**config.mk**
```make
export PLATFORM = sky130hd
export DESIGN_NAME = mem_access_ctrl_flat
export DESIGN_NICKNAME = d
export VERILOG_FILES = /design/src/rtl/mem_pkg.sv /design/src/rtl/mem_access_ctrl_if.sv /design/src/rtl/mem_lane_align.sv /design/src/rtl/mem_access_ctrl.sv /design/src/flat_wrapper.sv
export SDC_FILE = /design/constraint.sdc
export NUM_CORES = 1
export LEC_CHECK = 0
export CORE_ASPECT_RATIO = 0.6
export CORE_UTILIZATION = 30
export DETAILED_ROUTE_END_ITERATION = 10
export DONT_BUFFER_PORTS = 1
export SLEW_MARGIN = 30
export SYNTH_ARGS = -nofsm -noshare
export SYNTH_HDL_FRONTEND = slang
export SYNTH_SLANG_ARGS = --single-unit
```
**constraint.sdc**
```tcl
create_clock -name i_clk -period 4.6 [get_ports i_clk]
set_clock_uncertainty 0.05 [all_clocks]
set_input_delay 0.92 -clock i_clk [delete_from_list [all_inputs] [get_ports i_clk]]
set_output_delay 0.92 -clock i_clk [all_outputs]
set_load 0.005 [all_outputs]
```
**src/rtl/mem_pkg.sv**
```systemverilog
// Shared types for the memory access stage: size codes, FSM states, counter width.
// Optional build macro: MEM_MISALIGN_TRAP_EN (see mem_access_ctrl.sv).
package mem_pkg;

  typedef enum logic [1:0] {
    SZ_BYTE = 2'b00,
    SZ_HALF = 2'b01,
    SZ_WORD = 2'b10,
    SZ_RSVD = 2'b11
  } size_e;

  typedef enum logic [1:0] {
    IDLE = 2'b00,
    RD   = 2'b01,
    WR   = 2'b10,
    DONE = 2'b11
  } state_e;

  localparam int CNT_W = 3;

  // Reserved size behaves as a full word
  function automatic logic is_word(size_e s);
    return s[1];
  endfunction

  function automatic logic is_misaligned(
    size_e      s,
    logic [1:0] lo
  );
    logic m;
    m = 1'b0;
    unique case (s)
      SZ_BYTE: m = 1'b0;
      SZ_HALF: m = lo[0];
      default: m = |lo;
    endcase
    return m;
  endfunction

endpackage

```
**src/rtl/mem_access_ctrl_if.sv**
```systemverilog
// Request and memory-side signal bundle for mem_access_ctrl.
// master = control unit plus memory model, slave = the access stage.
interface mem_access_ctrl_if #(
  parameter int ADDR_W = 32
);

  logic              i_req;
  logic              i_we;
  logic [1:0]        i_size;
  logic              i_unsigned;
  logic [ADDR_W-1:0] i_addr;
  logic [31:0]       i_wdata;
  logic              o_busy;
  logic              o_done;
  logic [31:0]       o_rdata;
  logic              o_misalign;
  logic [ADDR_W-1:0] o_mem_addr;
  logic              o_mem_re;
  logic              o_mem_we;
  logic [31:0]       o_mem_wdata;
  logic [31:0]       i_mem_rdata;

  modport master (
    output i_req,
    output i_we,
    output i_size,
    output i_unsigned,
    output i_addr,
    output i_wdata,
    output i_mem_rdata,
    input  o_busy,
    input  o_done,
    input  o_rdata,
    input  o_misalign,
    input  o_mem_addr,
    input  o_mem_re,
    input  o_mem_we,
    input  o_mem_wdata
  );

  modport slave (
    input  i_req,
    input  i_we,
    input  i_size,
    input  i_unsigned,
    input  i_addr,
    input  i_wdata,
    input  i_mem_rdata,
    output o_busy,
    output o_done,
    output o_rdata,
    output o_misalign,
    output o_mem_addr,
    output o_mem_re,
    output o_mem_we,
    output o_mem_wdata
  );

endinterface

```
**src/rtl/mem_lane_align.sv**
```systemverilog
// Little-endian lane handling: load extract/extend and sub-word store merge.
// Purely combinational; low address bits below the access size are ignored.
module mem_lane_align
  import mem_pkg::*;
(
  input  size_e       size,
  input  logic [1:0]  lane,
  input  logic        zext,
  input  logic [31:0] word,
  input  logic [31:0] wdata,
  output logic [31:0] load,
  output logic [31:0] merged
);

  logic [7:0]  b;
  logic [15:0] h;

  always_comb begin
    b      = word[{lane, 3'b000} +: 8];
    h      = lane[1] ? word[31:16] : word[15:0];
    load   = word;
    merged = wdata;
    unique case (size)
      SZ_BYTE: begin
        load   = zext ? {24'b0, b} : {{24{b[7]}}, b};
        merged = word;
        merged[{lane, 3'b000} +: 8] = wdata[7:0];
      end
      SZ_HALF: begin
        load   = zext ? {16'b0, h} : {{16{h[15]}}, h};
        merged = word;
        merged[{lane[1], 4'b0000} +: 16] = wdata[15:0];
      end
      default: begin
        load   = word;
        merged = wdata;
      end
    endcase
  end

endmodule

```
**src/rtl/mem_access_ctrl.sv**
```systemverilog
// Multi-cycle load/store stage with read-modify-write for sub-word stores.
// Define MEM_MISALIGN_TRAP_EN to trap misaligned accesses instead of force-aligning.
module mem_access_ctrl
  import mem_pkg::*;
#(
  parameter int RD_LAT = 2,
  parameter int ADDR_W = 32
) (
  input logic         i_clk,
  input logic         i_rst,
  mem_access_ctrl_if.slave bus
);

  localparam logic [CNT_W-1:0] LAT = CNT_W'(RD_LAT);

  state_e            state;
  state_e            state_nx;
  logic [CNT_W-1:0]  cnt;
  logic [ADDR_W-1:0] addr_q;
  size_e             size_q;
  logic              we_q;
  logic              zext_q;
  logic [31:0]       rdata_q;
  logic [31:0]       wword_q;
  logic [31:0]       load;
  logic [31:0]       merged;
  logic              rd_last;
  logic              accept;
  logic              trap;

`ifdef MEM_MISALIGN_TRAP_EN
  logic mis_q;
  assign trap = is_misaligned(size_e'(bus.i_size), bus.i_addr[1:0]);
`else
  assign trap = 1'b0;
`endif

  assign rd_last = (cnt == LAT);
  assign accept  = (state == IDLE) && bus.i_req;

  mem_lane_align u_align (
    .size   (size_q),
    .lane   (addr_q[1:0]),
    .zext   (zext_q),
    .word   (bus.i_mem_rdata),
    .wdata  (wword_q),
    .load   (load),
    .merged (merged)
  );

  always_comb begin
    state_nx        = state;
    bus.o_busy      = (state != IDLE);
    bus.o_done      = (state == DONE);
    bus.o_mem_re    = (state == RD) && (cnt == '0);
    bus.o_mem_we    = (state == WR);
    bus.o_mem_addr  = {addr_q[ADDR_W-1:2], 2'b00};
    bus.o_mem_wdata = wword_q;
    bus.o_rdata     = rdata_q;
`ifdef MEM_MISALIGN_TRAP_EN
    bus.o_misalign  = (state == DONE) && mis_q;
`else
    bus.o_misalign  = 1'b0;
`endif
    unique case (state)
      IDLE: begin
        if (bus.i_req) begin
          if (trap)
            state_nx = DONE;
          else if (bus.i_we && is_word(size_e'(bus.i_size)))
            state_nx = WR;
          else
            state_nx = RD;
        end
      end
      RD: begin
        if (rd_last)
          state_nx = we_q ? WR : DONE;
      end
      WR:      state_nx = DONE;
      DONE:    state_nx = IDLE;
      default: state_nx = IDLE;
    endcase
  end

  always_ff @(posedge i_clk) begin
    if (i_rst) begin
      state   <= IDLE;
      cnt     <= '0;
      addr_q  <= '0;
      size_q  <= SZ_BYTE;
      we_q    <= 1'b0;
      zext_q  <= 1'b0;
      rdata_q <= '0;
      wword_q <= '0;
`ifdef MEM_MISALIGN_TRAP_EN
      mis_q   <= 1'b0;
`endif
    end else begin
      state <= state_nx;
      cnt   <= (state == RD) ? cnt + 1'b1 : '0;
      if (accept) begin
        addr_q  <= bus.i_addr;
        size_q  <= size_e'(bus.i_size);
        we_q    <= bus.i_we;
        zext_q  <= bus.i_unsigned;
        wword_q <= bus.i_wdata;
`ifdef MEM_MISALIGN_TRAP_EN
        mis_q   <= trap;
`endif
      end
      // Read data is only valid in the last RD cycle
      if ((state == RD) && rd_last) begin
        if (we_q)
          wword_q <= merged;
        else
          rdata_q <= load;
      end
    end
  end

endmodule

```
**src/flat_wrapper.sv**
```systemverilog
// flat-port wrapper written by rule: the top's interface ports become plain ports
module mem_access_ctrl_flat import mem_pkg::*;
#(
  parameter int RD_LAT = 2,
  parameter int ADDR_W = 32
)
  (i_clk, i_rst, bus_i_req, bus_i_we, bus_i_size, bus_i_unsigned, bus_i_addr, bus_i_wdata, bus_i_mem_rdata, bus_o_busy, bus_o_done, bus_o_rdata, bus_o_misalign, bus_o_mem_addr, bus_o_mem_re, bus_o_mem_we, bus_o_mem_wdata);
  mem_access_ctrl_if #(.ADDR_W(ADDR_W)) bus_i ();
  input logic i_clk;
  input logic i_rst;
  input wire logic [$bits(bus_i.i_req)-1:0] bus_i_req;
  input wire logic [$bits(bus_i.i_we)-1:0] bus_i_we;
  input wire logic [$bits(bus_i.i_size)-1:0] bus_i_size;
  input wire logic [$bits(bus_i.i_unsigned)-1:0] bus_i_unsigned;
  input wire logic [$bits(bus_i.i_addr)-1:0] bus_i_addr;
  input wire logic [$bits(bus_i.i_wdata)-1:0] bus_i_wdata;
  input wire logic [$bits(bus_i.i_mem_rdata)-1:0] bus_i_mem_rdata;
  output wire logic [$bits(bus_i.o_busy)-1:0] bus_o_busy;
  output wire logic [$bits(bus_i.o_done)-1:0] bus_o_done;
  output wire logic [$bits(bus_i.o_rdata)-1:0] bus_o_rdata;
  output wire logic [$bits(bus_i.o_misalign)-1:0] bus_o_misalign;
  output wire logic [$bits(bus_i.o_mem_addr)-1:0] bus_o_mem_addr;
  output wire logic [$bits(bus_i.o_mem_re)-1:0] bus_o_mem_re;
  output wire logic [$bits(bus_i.o_mem_we)-1:0] bus_o_mem_we;
  output wire logic [$bits(bus_i.o_mem_wdata)-1:0] bus_o_mem_wdata;
  assign bus_i.i_req = bus_i_req;
  assign bus_i.i_we = bus_i_we;
  assign bus_i.i_size = bus_i_size;
  assign bus_i.i_unsigned = bus_i_unsigned;
  assign bus_i.i_addr = bus_i_addr;
  assign bus_i.i_wdata = bus_i_wdata;
  assign bus_i.i_mem_rdata = bus_i_mem_rdata;
  assign bus_o_busy = bus_i.o_busy;
  assign bus_o_done = bus_i.o_done;
  assign bus_o_rdata = bus_i.o_rdata;
  assign bus_o_misalign = bus_i.o_misalign;
  assign bus_o_mem_addr = bus_i.o_mem_addr;
  assign bus_o_mem_re = bus_i.o_mem_re;
  assign bus_o_mem_we = bus_i.o_mem_we;
  assign bus_o_mem_wdata = bus_i.o_mem_wdata;
  mem_access_ctrl #(.RD_LAT(RD_LAT), .ADDR_W(ADDR_W)) u_core (.i_clk(i_clk), .i_rst(i_rst), .bus(bus_i));
endmodule
```
==> Word-level counts from Yosys, hierarchy flattened <==
Cells that the tools add are included.
{ "word_totals": {"ff_bits": 105, "out_inout_bits": 101, "elab_cells": 52} }
{ "op_classes": {"n_addsub": 3, "eq_ne": 8, "n_shift": 5, "muxes": 15, "bitwise": 2, "reduce_logical": 11} }
{ "ops": {"columns": ["operator", "count"], "rows": [
  ["32-bit 2-to-1 mux", 5],
  ["32-bit case mux with 2 select lines", 2],
  ["32-bit bitwise mux", 2],
  ["16-bit by 7-bit variable shift with 32-bit output (first input constant)", 1],
  ["8-bit by 7-bit variable shift with 32-bit output (first input constant)", 1],
  ["16-bit by 7-bit indexed part select with 32-bit output", 1],
  ["32-bit by 6-bit indexed part select with 8-bit output", 1],
  ["8-bit by 7-bit indexed part select with 32-bit output", 1],
  ["16-bit 2-to-1 mux", 1],
  ["5-bit negation with 7-bit output", 2],
  ["2-bit case mux with 4 select lines", 1],
  ["2-bit 2-to-1 mux", 3],
  ["2-bit by 1-bit equality test with 1-bit output (second input constant)", 2],
  ["2-bit equality test (second input constant)", 2],
  ["1-bit logical AND", 4],
  ["2-bit logical NOT", 2],
  ["4-bit inequality test (second input constant)", 1],
  ["2-bit AND reduction", 2],
  ["3-bit by 1-bit adder with 3-bit output (second input constant)", 1],
  ["3-bit by 2-bit equality test with 1-bit output (second input constant)", 1],
  ["3-bit logical NOT", 1],
  ["2-bit by 1-bit inequality test with 1-bit output (second input constant)", 1],
  ["2-bit inequality test (second input constant)", 1],
  ["1-bit NOT", 2],
  ["3 further kinds", 3]
]} }

==> Longest topological paths before layout <==
{ "depth": {"ltp_word": 6, "ltp_mapped": 8, "ltp_nobuf": 6} }

==> By module <==
Synthesis repeated with hierarchy kept, for this count alone.
{ "unflattened": {"cells_unflattened": 831, "hier_area_um2": 6292.3} }
{ "by_module_without_submodules": {"columns": ["module", "instances", "cells_per_inst", "area_per_inst_um2", "seq_area_each_um2"], "rows": [
  ["mem_access_ctrl", 1, 552, 4384.2, 2102.0],
  ["mem_lane_align", 1, 279, 1908.1, 0.0]
]} }

==> Worst setup path before layout <==
No wires, ideal clock.
{ "synth_path": {"kind": "flip-flop to flip-flop", "startpoint": "register u_core.addr_q[1]", "endpoint": "register u_core.wword_q[30] (netlist: u_core.bus.o_mem_wdata[30])", "setup_ps": 115, "arrival_time_ps": 1985, "setup_slack_ps": 2451, "path_stages_with_launch": 9, "synth_period_minus_slack_ps": 2149, "cell_sequence": "dfxtp_1 > buf_2 > clkinv_1 > ha_1 > nor4bb_1 > buf_2 > a221o_1 > o21ai_0 > a2111oi_0"} }
{ "synth_between": {"elab_chain_cells": 6, "elab_cells_between_ends": 11} }
{ "synth_rtl": {"columns": ["element", "line", "source"], "rows": [
  ["start, declared", "mem_access_ctrl.sv:19", "logic [ADDR_W-1:0] addr_q;"],
  ["start signal, assigned", "mem_access_ctrl.sv:103", "addr_q <= bus.i_addr;"],
  ["5-bit negation with 7-bit output (on tied branches)", "mem_lane_align.sv:32, mem_lane_align.sv:27", null],
  ["16-bit by 7-bit indexed part select with 32-bit output (tied with other cells)", "mem_lane_align.sv:32", "merged[{lane[1], 4'b0000} +: 16] = wdata[15:0];"],
  ["32-bit bitwise mux (on tied branches)", "mem_lane_align.sv:32, mem_lane_align.sv:27", null],
  ["32-bit case mux with 2 select lines *", "mem_lane_align.sv:23", "unique case (size)"],
  ["32-bit 2-to-1 mux *", "mem_access_ctrl.sv:114", "if (we_q)"],
  ["32-bit 2-to-1 mux *", "mem_access_ctrl.sv:113", "if ((state == RD) && rd_last) begin"],
  ["end signal, assigned", "mem_access_ctrl.sv:107", "wword_q <= bus.i_wdata;"],
  ["end signal, assigned", "mem_access_ctrl.sv:115", "wword_q <= merged;"],
  ["end, declared", "mem_access_ctrl.sv:24", "logic [31:0] wword_q;"]
]} }
Mark *: on every way between the ends. The rest lies on a longest branch, timed or not.
A chain may end at the register's enable or synchronous reset.

==> Final worst setup path <==
{ "layout_path": {"startpoint": "register u_core.state[1]", "endpoint": "register u_core.rdata_q[21] (netlist: u_core.bus.o_rdata[21])"} }
{ "layout_between": {"elab_chain_cells": 3} }
{ "layout_rtl": {"columns": ["element", "line", "source"], "rows": [
  ["start, declared", "mem_access_ctrl.sv:16", "state_e state;"],
  ["start signal, assigned", "mem_access_ctrl.sv:100", "state <= state_nx;"],
  ["2-bit by 1-bit equality test with 1-bit output", "mem_access_ctrl.sv:113", null],
  ["1-bit logical AND", "mem_access_ctrl.sv:113", null],
  ["2-bit AND reduction (no line)", null, null],
  ["end signal, assigned", "mem_access_ctrl.sv:117", "rdata_q <= load;"],
  ["end, declared", "mem_access_ctrl.sv:23", "logic [31:0] rdata_q;"]
]} }
Every way passes these cells.

==> flow_metrics.env <==
export IMPL_drt_wl_total_um=18100
export IMPL_status="complete, no violations"
export IMPL_hold_class="reg -> reg"
export IMPL_track_usage_pct=19.4
export IMPL_crit_family="compound AO/OA/AOI/OAI gates"
export IMPL_num_io_pins=204
export IMPL_crit_buf_inv=1
export IMPL_hold_start="u_core.cnt[0]"
export IMPL_syn_instance_count=634
export IMPL_cts_hold_buf=0
export IMPL_highest_layer="met4"
export IMPL_clock_sinks=105
export IMPL_irDropWorstVdd_mv=0.253
export IMPL_clk_pin_slew_ns=0.08
export IMPL_synth_edff_count=0
export IMPL_ys_types=56
export IMPL_layout_cells_non_filler=812
export IMPL_synth_warnings=0
export IMPL_required_ns=4.74
export IMPL_drive_above_1_share_pct=6.92
export IMPL_ant_nets=0
export IMPL_drtPass1Iterations=5
export IMPL_ys_seq_area_share_pct=39.1
export IMPL_fin_setup_tns_ns=0
export IMPL_critPathArrivalTime_ns=2.72
export IMPL_seqCellArea_um2=2100
export IMPL_async_flop_share_pct=0
export IMPL_synth_flop_cell="dfxtp_1"
export IMPL_multiInputGateArea_um2=2780
export IMPL_fill_cells=1838
export IMPL_root_buffer="clkbuf_16"
export IMPL_syn_to_final_growth_pct=4.07
export IMPL_fin_util_pct=32.3
export IMPL_critical_path_class="reg -> reg"
export IMPL_internal_power_uw=1750
export IMPL_dieArea_um2=18500
export IMPL_synth_seq_cells=105
export IMPL_hpwl_um=13600
export IMPL_avgSynthCellArea_um2=8.49
export IMPL_die_w_um=175
export IMPL_num_antenna_cells=0
export IMPL_min_period_ns=2.59
export IMPL_fin_nets=689
export IMPL_tightestPinTransition_ns=0.855
export IMPL_die_y_um=106
export IMPL_hold_viol_final=0
export IMPL_dr_wl_met2_um=7460
export IMPL_grt_max_degree=85
export IMPL_grt_pass1_wl_um=27100
export IMPL_io_buffers=0
export IMPL_synthesis_area_um2=5380
export IMPL_p_seq_share_pct=43.5
export IMPL_p_sw_share_pct=36.8
export IMPL_slew_viol_final=0
export IMPL_drt_iter0_markers=423
export IMPL_p_sw_uw=1020
export IMPL_post_cts_buffers=0
export IMPL_vias=4547
export IMPL_max_cap_violations=0
export IMPL_p_leak_uw=0.00197
export IMPL_path_cells="inv_1 -> ha_1 -> nor2b_1 -> nand2b_1 -> a21oi_2 -> a211oi_1"
export IMPL_clkPwrFrac_pct=29.5
export IMPL_fin_crit_sh_pct=56.2
export IMPL_cts_tree="done"
export IMPL_rows=37
export IMPL_clockBufferDepth=2
export IMPL_rsz0062_at_grt="no"
export IMPL_dr_wl_met3_um=2020
export IMPL_clk_latency_ns=0.35
export IMPL_start_util_pct=31.0
export IMPL_dp_cells=796
export IMPL_numCtsBuffers=9
export IMPL_htreeDepth=3
export IMPL_startpoint_type="register"
export IMPL_power_density_nw_per_um2=495
export IMPL_setup_viol=0
export IMPL_layout_common_cells="105 x dfxtp_1, 96 x nand2_1, 57 x a21oi_1, 42 x nor2_1, 35 x a211oi_1"
export IMPL_wl_met1_um=8530
export IMPL_slowest_delay_ns=0.79
export IMPL_reg2reg_from="u_core.state[1]"
export IMPL_end_kind="register"
export IMPL_grt_overflow_total=0
export IMPL_fmax_mhz=387
export IMPL_grt_pass1_vias=4245
export IMPL_drc=0
export IMPL_gp_congestion=0.868
export IMPL_antenna_found_initial=0
export IMPL_detail_route_vias_per_cell=5.60
export IMPL_pwr_share_comb_pct=27.0
export IMPL_drt_wirelength_per_cell_um=22.3
export IMPL_crit_start="u_core.state[1]"
export IMPL_worstPathMaxFanout=16
export IMPL_timing_slew_headroom_pct=43.0
export IMPL_cts_resized=0
export IMPL_core_um2=17400
export IMPL_final_common_cell="dfxtp_1"
export IMPL_slowest_stage="a21oi_2"
[final cells by class]
class	instances	area share (%)
Timing Repair Buffer	7	0.938
Multi-Input combinational cell	433	49.6
Sequential cell	105	37.5
Inverter	17	1.14
Tap cell	234	5.23
Clock buffer	9	4.02
Clock inverter	7	1.54
[flip-flops by register name (all words and copies together) (netlist names)]
signal,count
u_core.addr_q,32
u_core.bus.o_mem_wdata,32
u_core.bus.o_rdata,32
u_core.cnt,3
u_core.size_q,2
u_core.state,2
u_core.we_q,1
u_core.zext_q,1
[kinds of logic after synthesis]
| logic type | synth area share (%) |
|---|---|
| flip-flops | 39.1 |
| multiplexers | 3.05 |
| AND/OR/NAND/NOR | 18.6 |
| XOR/XNOR | 0.163 |
| AO/OA/AOI/OAI | 26.3 |
| buffers and inverters | 9.72 |
| adder cells (fa/ha/maj) | 3.02 |
| other | 0.0697 |
[power groups by stage]
stage / Combinational [uW] / Clock, uW / Sequential [uW]
finish: 748 / 818 / 1210
global route: 829 / 885 / 1220
CTS: 741 / 847 / 1210
detailed placement: 739 / 0 / 1230
global placement: 725 / 0 / 1230
floorplan: 677 / 0 / 1140
[Yosys cell counts, types with 9 or more instances]
cell      number  area share [%]
and2_1        13             1.5
nor2_1        42             2.9
a211oi_1      35             4.9
ha_1          13             3.0
nand2_1       96             6.7
buf_4         35             4.9
clkbuf_1      23             1.6
buf_2         19             1.8
inv_1         16             1.1
a22oi_1        9             1.3
dfxtp_1      105              39
a221o_1       24             4.5
nor2b_1       14             1.6
a21oi_1       57             5.3
a221oi_1      12             2.0
nand2b_1      13             1.5
mux2i_1       13             2.4
[final timing paths]
path | slack [ns] | end | cells past startpoint
hold / removal | 0.40 | u_core.cnt[0] | 1
setup / recovery | 2.01 | u_core.bus.o_rdata[21] | 6
hold reg to reg | 0.40 | u_core.cnt[0] | 1
setup reg to reg | 2.01 | u_core.bus.o_rdata[21] | 6
[per-stage QoR]
step / hold slack, ns / cell area, um^2 / total power [uW] / worst slack (ns)
after global routing: 0.420 / 5600 / 2930 / 1.78
final: 0.402 / 5600 / 2770 / 2.01
after global placement: 0.381 / 5280 / 1950 / 2.13
after floorplan: 0.367 / 5390 / 1820 / 2.45
after CTS: 0.405 / 5600 / 2790 / 2.04
after detailed placement: 0.393 / 5280 / 1960 / 2.06
[worst register-to-register path: cells and delay by family, from the launching register on]
family / cells / cell delay (ns)
AO/OA/AOI/OAI: 2 / 0.96
adder cells (fa/ha/maj): 1 / 0.32
buffers and inverters: 1 / 0.10
flip-flops: 1 / 0.34
AND/OR/NAND/NOR: 2 / 0.65
[metal layers]
layer,vias to the layer above,global-route usage [%]
met5,-,0
met4,0,3.73
met3,13,8.62
met2,235,26.9
met1,2170,27.3
li1,2129,-
Note: power is estimated with default switching activity, not from simulation.
